===== config.mk =====
export PLATFORM = sky130hd
export DESIGN_NAME = prbs8_sat_counter
export DESIGN_NICKNAME = d
export VERILOG_FILES = /design/src/rtl/prbs8_pkg.sv /design/src/rtl/prbs8_sat_counter.sv
export SDC_FILE = /design/constraint.sdc
export NUM_CORES = 1
export LEC_CHECK = 0
export CORE_AREA = 2 2 50 42
export DETAILED_ROUTE_END_ITERATION = 10
export DIE_AREA = 0 0 52 44
export GPL_TIMING_DRIVEN = 0
export PLACE_DENSITY = 0.77
export SLEW_MARGIN = 20
export SYNTH_ARGS = -nofsm -noshare
export SYNTH_HDL_FRONTEND = slang
export SYNTH_SLANG_ARGS = --single-unit

===== constraint.sdc =====
create_clock -name clk -period 3.9 [get_ports clk]
set_input_delay 0.39 -clock clk [delete_from_list [all_inputs] [get_ports clk]]
set_output_delay 0.39 -clock clk [all_outputs]
set_load 0.05 [all_outputs]

===== src/rtl/prbs8_pkg.sv =====
// Shared definitions for the 8-bit PRBS generator/checker pair.
// Fibonacci LFSR, taps 7,5,4,2, feedback shifted into bit 0.
package prbs8_pkg;

  typedef enum logic [1:0] {
    FILL   = 2'd0,
    VERIFY = 2'd1,
    LOCKED = 2'd2
  } prbs8_state_e;

  localparam logic [7:0] TAP_MASK = 8'hB4;

  // Next transmitted bit for LFSR state r.
  function automatic logic prbs8_fb(input logic [7:0] r);
    return ^(r & TAP_MASK);
  endfunction

endpackage


===== src/rtl/prbs8_sat_counter.sv =====
// Saturating up-counter with synchronous clear.
// Ports: clk, rst (sync, active-high), inc (count one), clr (zero, wins over inc),
//        count (holds at all-ones).
module prbs8_sat_counter
  import prbs8_pkg::*;
#(
  parameter int unsigned W = 16
) (
  input  logic         clk,
  input  logic         rst,
  input  logic         inc,
  input  logic         clr,
  output logic [W-1:0] count
);

  always_ff @(posedge clk) begin
    if (rst || clr) begin
      count <= '0;
    end else if (inc && (count != '1)) begin
      count <= count + W'(1);
    end
  end

endmodule


# ---- Word level (Yosys, flattened, before mapping)
# Index checks and enable logic that the tools add are counted.
dict set report totals {
  memories 0
  word_cells 5
  ff_bits 16
  inputBits 4
  ram_bits 0
  romBits 0
  latch_bits 0
}
dict set report classes {
  n_shift 0
  n_eq_ne 1
  n_reduce_logical 2
  bitwise 0
  n_lt_le_gt_ge 0
  addsub 1
  div 0
  mux 0
  n_mul 0
}
# cell n
set op_table {}
lappend op_table {{$add 16x1->16 const B} 1}
lappend op_table {{$ne 16x16->1 const B} 1}
lappend op_table {{$logic_and 1x1->1} 1}
lappend op_table {{$logic_or 1x1->1} 1}

# ---- Longest topological paths before layout
# Gate-level depths: netlist (run 1).
dict set report depth {
  depth_word 2
  mapped_depth 5
  ltp_nobuf 5
}

# ---- Worst setup path after synthesis (run 1)
# OpenSTA, ideal clock, no wires.
dict set report synth_path {
  path_kind {reg-to-reg}
  from {register count[0]}
  to {register count[5]}
  stages_incl_launch_ff 5
  path_buffers 0
  setup_slack_ns 1.883
  setup_ns 0.116
  t_required_ns 3.784
  arrival_time_ns 1.901
  cell_sequence {dfxtp_1 > ha_1 > nand3_1 > or4_4 > a41o_1}
}
dict set report synth_via {
  elab_chain_cells 2
  elab_cells_between_ends 3
  classes_between {add/sub (1); eq/ne (1); reduce/logical (1)}
}
# item line
set synth_rtl {}
lappend synth_rtl {{start, declared} prbs8_sat_counter.sv:13} ;# output logic [W-1:0] count
lappend synth_rtl {{start signal, assigned} prbs8_sat_counter.sv:20} ;# count <= count + W'(1);
lappend synth_rtl {{parallel branches: the longest is 2 deep, another holds $add 16x1->16} n/a}
# Several ways; the timed one is not identified.
# A chain may end at the register's enable or synchronous reset.

# ---- Final worst setup path (run 1)
dict set report layout_path {
  from {register count[4]}
  to {output count[4]}
}
# No word-level cell between the ends.

==> impl_metrics.prom, run 1 <==
# TYPE chip_impl_metric gauge
chip_impl_metric{name="post-route-cell-area",unit="mm2"} 0.00110
chip_impl_metric{name="period_share",unit=""} 0.515
chip_impl_metric{name="p_int",unit="W"} 0.000227
chip_impl_metric{name="io-pin-count",unit=""} 20
chip_impl_metric{name="synth_seq_area_share",unit=""} 0.378
chip_impl_metric{name="cp.buffers_inverters",unit=""} 1
chip_impl_metric{name="critPathMaxFanout",unit=""} 7
chip_impl_metric{name="floorplan.core_area",unit="mm2"} 0.00180
chip_impl_metric{name="clock_edge_transition_at_the_registers_on_the_reported_setup_and_hold_paths",unit="ns"} 0.09
chip_impl_info{name="cts_tree",value="yes"} 1
chip_impl_metric{name="row_count",unit=""} 14
chip_impl_metric{name="number_of_max_slew_violations_in_the_final_report",unit=""} 0
chip_impl_metric{name="share_comb_of_total_power",unit=""} 0.055
chip_impl_info{name="cp_cell_sequence",value="clkdlybuf4s50_1"} 1
chip_impl_metric{name="number_of_global_route_vias_before_repair",unit=""} 775
chip_impl_metric{name="cts_buffers",unit=""} 3
chip_impl_metric{name="grt_util_all_layers",unit=""} 0.208
chip_impl_info{name="netlist_top_cells_area",value="sky130_fd_sc_hd__dfxtp_1 (38%), sky130_fd_sc_hd__a21oi_1 (5.3%), sky130_fd_sc_hd__a41o_1 (4.7%)"} 1
chip_impl_info{name="cpLargestDelayFamily",value="buffers and inverters"} 1
chip_impl_metric{name="syn_area",unit="um2"} 847
chip_impl_metric{name="maxClockFrequency",unit="MHz"} 497
chip_impl_metric{name="fp.dieArea",unit="mm2"} 0.00229
chip_impl_metric{name="max-clock-path-buffers",unit=""} 2
chip_impl_info{name="setup_repair_after_global_routing_missed_its_margin",value="no"} 1
chip_impl_metric{name="post_route_cells_drive_above_1_share",unit=""} 0.102
chip_impl_metric{name="number_of_cells_upsized_or_downsized_after_cts",unit=""} 0
chip_impl_metric{name="final_hold_vio_count",unit=""} 0
chip_impl_metric{name="place.detailed.hpwl",unit="um"} 1430
chip_impl_info{name="hold_class",value="register to register"} 1
chip_impl_metric{name="drt_first_iter_violations",unit=""} 19
chip_impl_metric{name="cts.sink_count",unit=""} 16
chip_impl_metric{name="largest_net_degree_at_the_start_of_global_routing",unit=""} 11
chip_impl_metric{name="switching_power",unit="W"} 0.0000651
chip_impl_info{name="run_status",value="finished, final reports clean"} 1
chip_impl_metric{name="time_the_worst_path_needs_with_i_o_delays_and_setup",unit="ns"} 2.01
chip_impl_metric{name="synth.ff_latch_count",unit=""} 16
chip_impl_info{name="top_register",value="count"} 1
chip_impl_info{name="crit_type",value="register to primary output"} 1
chip_impl_metric{name="p_leak",unit="nW"} 0.388
chip_impl_metric{name="flow.area_growth_from_synthesis",unit="%"} 30.3
chip_impl_metric{name="grt_overflow_total",unit=""} 0
chip_impl_metric{name="antenna_left",unit=""} 0
chip_impl_metric{name="post_synth_inst_count",unit=""} 95
chip_impl_metric{name="detailedRoute.firstPassIterationCount",unit=""} 4
chip_impl_metric{name="numPortBuffers",unit=""} 19
chip_impl_metric{name="route.detailed.wl_per_inst",unit="um"} 14.0
chip_impl_metric{name="ys_types",unit=""} 30
chip_impl_metric{name="max_cap_violations",unit=""} 0
chip_impl_metric{name="die-width",unit="um"} 52
chip_impl_metric{name="postCtsSetupRepairBufs",unit=""} 0
chip_impl_metric{name="synth.avg_cell_area",unit="um2"} 8.92
chip_impl_metric{name="die_height",unit="um"} 44
chip_impl_metric{name="yosysWarnings",unit=""} 0
chip_impl_metric{name="max-vdd-ir-drop",unit="uV"} 192
chip_impl_metric{name="antenna_cells",unit=""} 0
chip_impl_metric{name="place.gp.congestion",unit=""} 0.796
chip_impl_metric{name="cts_hold_buf",unit=""} 0
chip_impl_metric{name="drt_via_density",unit=""} 5.87
chip_impl_info{name="setup.worst_path.end_class",value="primary output"} 1
chip_impl_metric{name="synth.net_count",unit=""} 100
chip_impl_metric{name="synth_largest_type_area_fraction",unit=""} 0.378
chip_impl_info{name="slowest_stage_cell_cp",value="sky130_fd_sc_hd__clkdlybuf4s50_1"} 1
chip_impl_metric{name="fin_worst_skew",unit="ns"} 0.00113
chip_impl_info{name="reg_top3",value="count: 16 flops"} 1
chip_impl_metric{name="placed_cell_area",unit="mm2"} 0.00107
chip_impl_info{name="cts_root_buf",value="sky130_fd_sc_hd__clkbuf_4"} 1
chip_impl_metric{name="drt-total-wl",unit="um"} 1980
chip_impl_metric{name="finalSetupViolations",unit=""} 0
chip_impl_metric{name="grt_first_pass_wirelength",unit="um"} 3440
chip_impl_metric{name="sw_frac_of_total",unit=""} 0.223
chip_impl_info{name="timing.critical_path.from_type",value="register"} 1
chip_impl_metric{name="filler_cell_count",unit=""} 155
chip_impl_metric{name="initial_core_util",unit=""} 0.469
chip_impl_metric{name="finalNetCount",unit=""} 124
chip_impl_metric{name="via_count",unit=""} 834
chip_impl_metric{name="clkPwrFrac",unit=""} 0.381
chip_impl_metric{name="route.detailed.drc",unit=""} 0
chip_impl_metric{name="tightest_slew",unit="ns"} 0.638
chip_impl_metric{name="largest_register_ffs",unit=""} 16
chip_impl_metric{name="power.sequential.fraction",unit=""} 0.564
chip_impl_metric{name="insertion_delay",unit="ns"} 0.29
chip_impl_metric{name="timing.critical_path.slowest_cell_delay",unit="ns"} 0.86
chip_impl_metric{name="worst_slew_margin_relative_to_its_limit",unit=""} 0.571
chip_impl_metric{name="final.setup.tns",unit="ns"} 0
chip_impl_metric{name="cts_htree_levels",unit=""} 1
chip_impl_metric{name="cp_data_arrival_time",unit="ns"} 1.62
chip_impl_metric{name="post-route-worst-setup-slack",unit="ns"} 1.89
chip_impl_metric{name="pre_cts_ws",unit="ns"} 1.82
chip_impl_metric{name="power.density_cell_area",unit="mW/mm2"} 265
chip_impl_metric{name="worst-endpoint-required",unit="ns"} 3.51
chip_impl_info{name="synth_top_area_cell",value="sky130_fd_sc_hd__dfxtp_1"} 1
chip_impl_metric{name="grt_antenna_before_repair",unit=""} 0
## cell usage in the layout, fill, tap and decap left out, drive strengths merged, types with 2 or more instances in the layout
cell,n
dfxtp,16
and4,4
nand4,7
xor2,2
o31ai,3
clkbuf,7
a41o,4
or4,4
nand3,5
clkdlybuf4s50,19
o21ai,5
nor2,7
or3,5
nand2,6
a21oi,9
and2,2
a31oi,3
## Yosys cell counts, drive strengths merged
cell     n
a21oi    9
or2      1
o21ai    5
o41ai    1
or4      4
a41o     4
nand4    7
a31oi    3
inv      1
clkbuf   3
nor2     7
xnor2    1
xor2     2
dfxtp   16
o31ai    3
or3      5
and3     1
a211oi   1
and2     2
nand3    5
nand2    6
nor4     1
ha       1
and4     4
o211a    1
nor3     1
## worst paths after layout
check / startpoint / end / slack [ns] / cells after the start
setup reg to reg: count[0]$_SDFFE_PP0P_ / count[13]$_SDFFE_PP0P_ / 2.08 / 5
hold / removal: count[1]$_SDFFE_PP0P_ / count[1]$_SDFFE_PP0P_ / 0.52 / 2
hold reg to reg: count[1]$_SDFFE_PP0P_ / count[1]$_SDFFE_PP0P_ / 0.52 / 2
setup / recovery: count[4]$_SDFFE_PP0P_ / count[4] / 1.89 / 1
## power by group through the flow
stage          combinational, W  sequential, W  clock (W)
2_1_floorplan        0.00000619       0.000171          0
6_report              0.0000160       0.000165   0.000112
3_5_place_dp          0.0000159       0.000169          0
3_3_place_gp          0.0000159       0.000169          0
5_1_grt               0.0000178       0.000165   0.000121
4_1_cts               0.0000160       0.000165   0.000114
## stage by stage
stage,total power [W],std cells,utilization,hold slack (ns)
after floorplan,0.000177,95,-,0.550
after global placement,0.000185,138,0.592,0.491
after detailed placement,0.000185,138,0.592,0.507
after CTS,0.000295,142,0.612,0.521
after global routing,0.000304,142,0.612,0.543
final,0.000292,142,0.612,0.524
## area by class of cell
| class | count | area (um2) | share of cell area |
|---|---|---|---|
| tap | 24 | 30.0 | 0.0272 |
| multi-input combinational | 75 | 510 | 0.463 |
| inverter | 1 | 3.75 | 0.00340 |
| timing repair buffer | 19 | 190 | 0.172 |
| clock buffer | 4 | 36.3 | 0.0329 |
| buffer | 3 | 12.5 | 0.0113 |
| sequential | 16 | 320 | 0.290 |
## metal layers
layer,share of wire,vias to the layer above,track usage
li1,-,422,-
met2,0.43,22,0.309
met1,0.49,385,0.266
met5,0,-,0
met3,0.058,5,0.0759
met4,0.017,0,0.105
## cells by family (layout without fill, tap and decap cells)
| group | count (synthesis) | in the layout | share of synthesized area |
|---|---|---|---|
| compound gates | 27 | 27 | 0.219 |
| xor+xnor | 3 | 3 | 0.0310 |
| buf+inv | 4 | 27 | 0.0192 |
| flops | 16 | 16 | 0.378 |
| fa+ha+maj | 1 | 1 | 0.0148 |
| simple gates | 44 | 44 | 0.338 |
No activity file was read; power rests on OpenSTA's default activity.
==> inputs of run 2 (changes only) <==
Settings changed: CORE_AREA 2 2 50 42 to 2 2 51 43, DIE_AREA 0 0 52 44 to 0 0 53 45, PLACE_DENSITY 0.77 to 0.74.
Clock period 3.9 ns to 2.1 ns, I/O delays scaled along.
==> run 2 against run 1 <==
  * Non-clock buffer count is the same
  * Largest power group unchanged
  * Sequential power grew 85%
  * Worst hold slack lost 0.014 ns
  * Setup slack lost 1.6 ns
  * Final cell count is the same
  * Clock-buffer cell count is the same
  * Design area is the same
  * Die area grew 4.2%
  * Utilization shrank 1.2 points
==> impl_metrics.prom, run 2 (synthesis results as in run 1) <==
# TYPE chip_impl_metric gauge
chip_impl_metric{name="row_count",unit=""} 14
chip_impl_metric{name="place.gp.congestion",unit=""} 0.792
chip_impl_metric{name="worst_slew_margin_relative_to_its_limit",unit=""} 0.564
chip_impl_metric{name="worst-endpoint-required",unit="ns"} 2.32
chip_impl_metric{name="postCtsSetupRepairBufs",unit=""} 0
chip_impl_metric{name="p_leak",unit="nW"} 0.388
chip_impl_metric{name="die-width",unit="um"} 53
chip_impl_info{name="commonest_non_fill_non_tap_cells_in_the_layout",value="sky130_fd_sc_hd__clkdlybuf4s50_1 (19), sky130_fd_sc_hd__dfxtp_1 (16), sky130_fd_sc_hd__a21oi_1 (9)"} 1
chip_impl_metric{name="final.setup.tns",unit="ns"} 0
chip_impl_metric{name="drt-total-wl",unit="um"} 2050
chip_impl_metric{name="grt_first_pass_wirelength",unit="um"} 3480
chip_impl_metric{name="flow.area_growth_from_synthesis",unit="%"} 30.3
chip_impl_metric{name="detailedRoute.firstPassIterationCount",unit=""} 4
chip_impl_info{name="reg_top3",value="count: 16 flops"} 1
chip_impl_metric{name="initial_core_util",unit=""} 0.461
chip_impl_metric{name="floorplan.core_area",unit="mm2"} 0.00184
chip_impl_metric{name="die_height",unit="um"} 45
chip_impl_metric{name="critPathMaxFanout",unit=""} 8
chip_impl_metric{name="insertion_delay",unit="ns"} 0.29
chip_impl_metric{name="grtUsageMet1",unit=""} 0.258
chip_impl_metric{name="largest_net_degree_at_the_start_of_global_routing",unit=""} 11
chip_impl_metric{name="number_of_max_slew_violations_in_the_final_report",unit=""} 0
chip_impl_metric{name="route.detailed.wl_per_inst",unit="um"} 14.4
chip_impl_metric{name="cts_buffers",unit=""} 3
chip_impl_info{name="run_status",value="finished, final reports clean"} 1
chip_impl_metric{name="max-clock-path-buffers",unit=""} 2
chip_impl_metric{name="time_the_worst_path_needs_with_i_o_delays_and_setup",unit="ns"} 1.85
chip_impl_metric{name="layout.area.seq",unit="um2"} 320
chip_impl_info{name="crit_type",value="register to register"} 1
chip_impl_info{name="grt_most_used_layer",value="met2"} 1
chip_impl_metric{name="period_share",unit=""} 0.880
chip_impl_metric{name="finalNetCount",unit=""} 124
chip_impl_metric{name="pre_cts_ws",unit="ns"} 0.197
chip_impl_metric{name="cp_data_arrival_time",unit="ns"} 2.07
chip_impl_metric{name="tightest_slew",unit="ns"} 0.649
chip_impl_metric{name="numPortBuffers",unit=""} 19
chip_impl_info{name="hold_class",value="register to register"} 1
chip_impl_metric{name="antenna_cells",unit=""} 0
chip_impl_metric{name="met3_usage_grt",unit=""} 0.0728
chip_impl_metric{name="filler_cell_count",unit=""} 179
chip_impl_metric{name="fin_worst_skew",unit="ns"} 0.00189
chip_impl_metric{name="via_count",unit=""} 834
chip_impl_info{name="cts_tree",value="yes"} 1
chip_impl_info{name="setup_repair_after_global_routing_missed_its_margin",value="no"} 1
chip_impl_metric{name="r2r_slack",unit="ns"} 0.25
chip_impl_metric{name="cts_htree_levels",unit=""} 1
chip_impl_metric{name="route.detailed.drc",unit=""} 0
chip_impl_metric{name="max_cap_violations",unit=""} 0
chip_impl_metric{name="grt_antenna_before_repair",unit=""} 0
chip_impl_metric{name="power.density_cell_area",unit="mW/mm2"} 491
chip_impl_metric{name="number_of_cells_upsized_or_downsized_after_cts",unit=""} 0
chip_impl_metric{name="post-route-worst-setup-slack",unit="ns"} 0.251
chip_impl_metric{name="max-vdd-ir-drop",unit="uV"} 455
chip_impl_metric{name="finalSetupViolations",unit=""} 0
chip_impl_metric{name="place.detailed.hpwl",unit="um"} 1520
chip_impl_metric{name="grt_util_all_layers",unit=""} 0.204
chip_impl_metric{name="antenna_left",unit=""} 0
chip_impl_metric{name="number_of_global_route_vias_before_repair",unit=""} 760
chip_impl_metric{name="post_route_cells_drive_above_1_share",unit=""} 0.102
chip_impl_metric{name="clock_edge_transition_at_the_registers_on_the_reported_setup_and_hold_paths",unit="ns"} 0.09
chip_impl_metric{name="maxClockFrequency",unit="MHz"} 541
chip_impl_metric{name="final_hold_vio_count",unit=""} 0
chip_impl_info{name="layout.cells.most_common",value="sky130_fd_sc_hd__clkdlybuf4s50_1"} 1
chip_impl_info{name="top_register",value="count"} 1
chip_impl_info{name="timing.critical_path.from_type",value="register"} 1
chip_impl_metric{name="drt_first_iter_violations",unit=""} 26
chip_impl_metric{name="grt_overflow_total",unit=""} 0
chip_impl_metric{name="multiInputGateArea",unit="um2"} 510
chip_impl_info{name="cts_root_buf",value="sky130_fd_sc_hd__clkbuf_4"} 1
chip_impl_metric{name="largest_register_ffs",unit=""} 16
chip_impl_metric{name="grt.met2_usage",unit=""} 0.330
chip_impl_metric{name="cts_hold_buf",unit=""} 0
chip_impl_metric{name="io-pin-count",unit=""} 20
chip_impl_info{name="setup.worst_path.end_class",value="register"} 1
chip_impl_metric{name="fp.dieArea",unit="mm2"} 0.00239
chip_impl_metric{name="cts.sink_count",unit=""} 16
chip_impl_metric{name="drt_via_density",unit=""} 5.87
## run 2: cell counts in the layout (fill, tap and decap cells not counted)
No cell type changed its count.
## run 2: through the flow
stage,power (W),area [um2],std cells,util,hold WS (ns)
6_report,0.000542,1100,142,0.600,0.509
5_1_grt,0.000568,1100,142,0.600,0.535
4_1_cts,0.000548,1100,142,0.600,0.514
3_5_place_dp,0.000344,1070,138,0.580,0.499
3_3_place_gp,0.000343,1070,138,0.580,0.490
2_1_floorplan,0.000329,847,95,-,0.370
## run 2: final cells by class
cell class	instances	area share
Multi-Input combinational cell	75	0.463
Sequential cell	16	0.290
Timing Repair Buffer	19	0.172
Clock buffer	4	0.0329
Tap cell	24	0.0272
Buffer	3	0.0113
Inverter	1	0.00340
## run 2: critical path: stages (launching register included)
cell and delay [ns]:
sky130_fd_sc_hd__dfxtp_1 0.42, sky130_fd_sc_hd__ha_1 0.23, sky130_fd_sc_hd__nand3_1 0.16, sky130_fd_sc_hd__nor4_2 0.65, sky130_fd_sc_hd__o21ai_0 0.19, sky130_fd_sc_hd__a21oi_1 0.14
## run 2: where the power goes
group	internal (W)	switching (W)
Sequential	0.000305	0.00000182
Combinational	0.0000118	0.0000185
Clock	0.000106	0.0000997
Total	0.000422	0.000120
## run 2: metal layers
layer | vias up | part of all wire
met5 | - | 0
met2 | 25 | 0.46
met1 | 383 | 0.47
li1 | 424 | -
met4 | 0 | 0.0088
met3 | 2 | 0.062
## run 2: path summary, 6_finish.rpt
| path | from | end | depth (start not counted) |
|---|---|---|---|
| worst min-delay path | count[1]$_SDFFE_PP0P_ | count[1]$_SDFFE_PP0P_ | 2 |
| worst min register to register | count[1]$_SDFFE_PP0P_ | count[1]$_SDFFE_PP0P_ | 2 |
| worst max-delay path | count[0]$_SDFFE_PP0P_ | count[9]$_SDFFE_PP0P_ | 5 |
| worst max register to register | count[0]$_SDFFE_PP0P_ | count[9]$_SDFFE_PP0P_ | 5 |
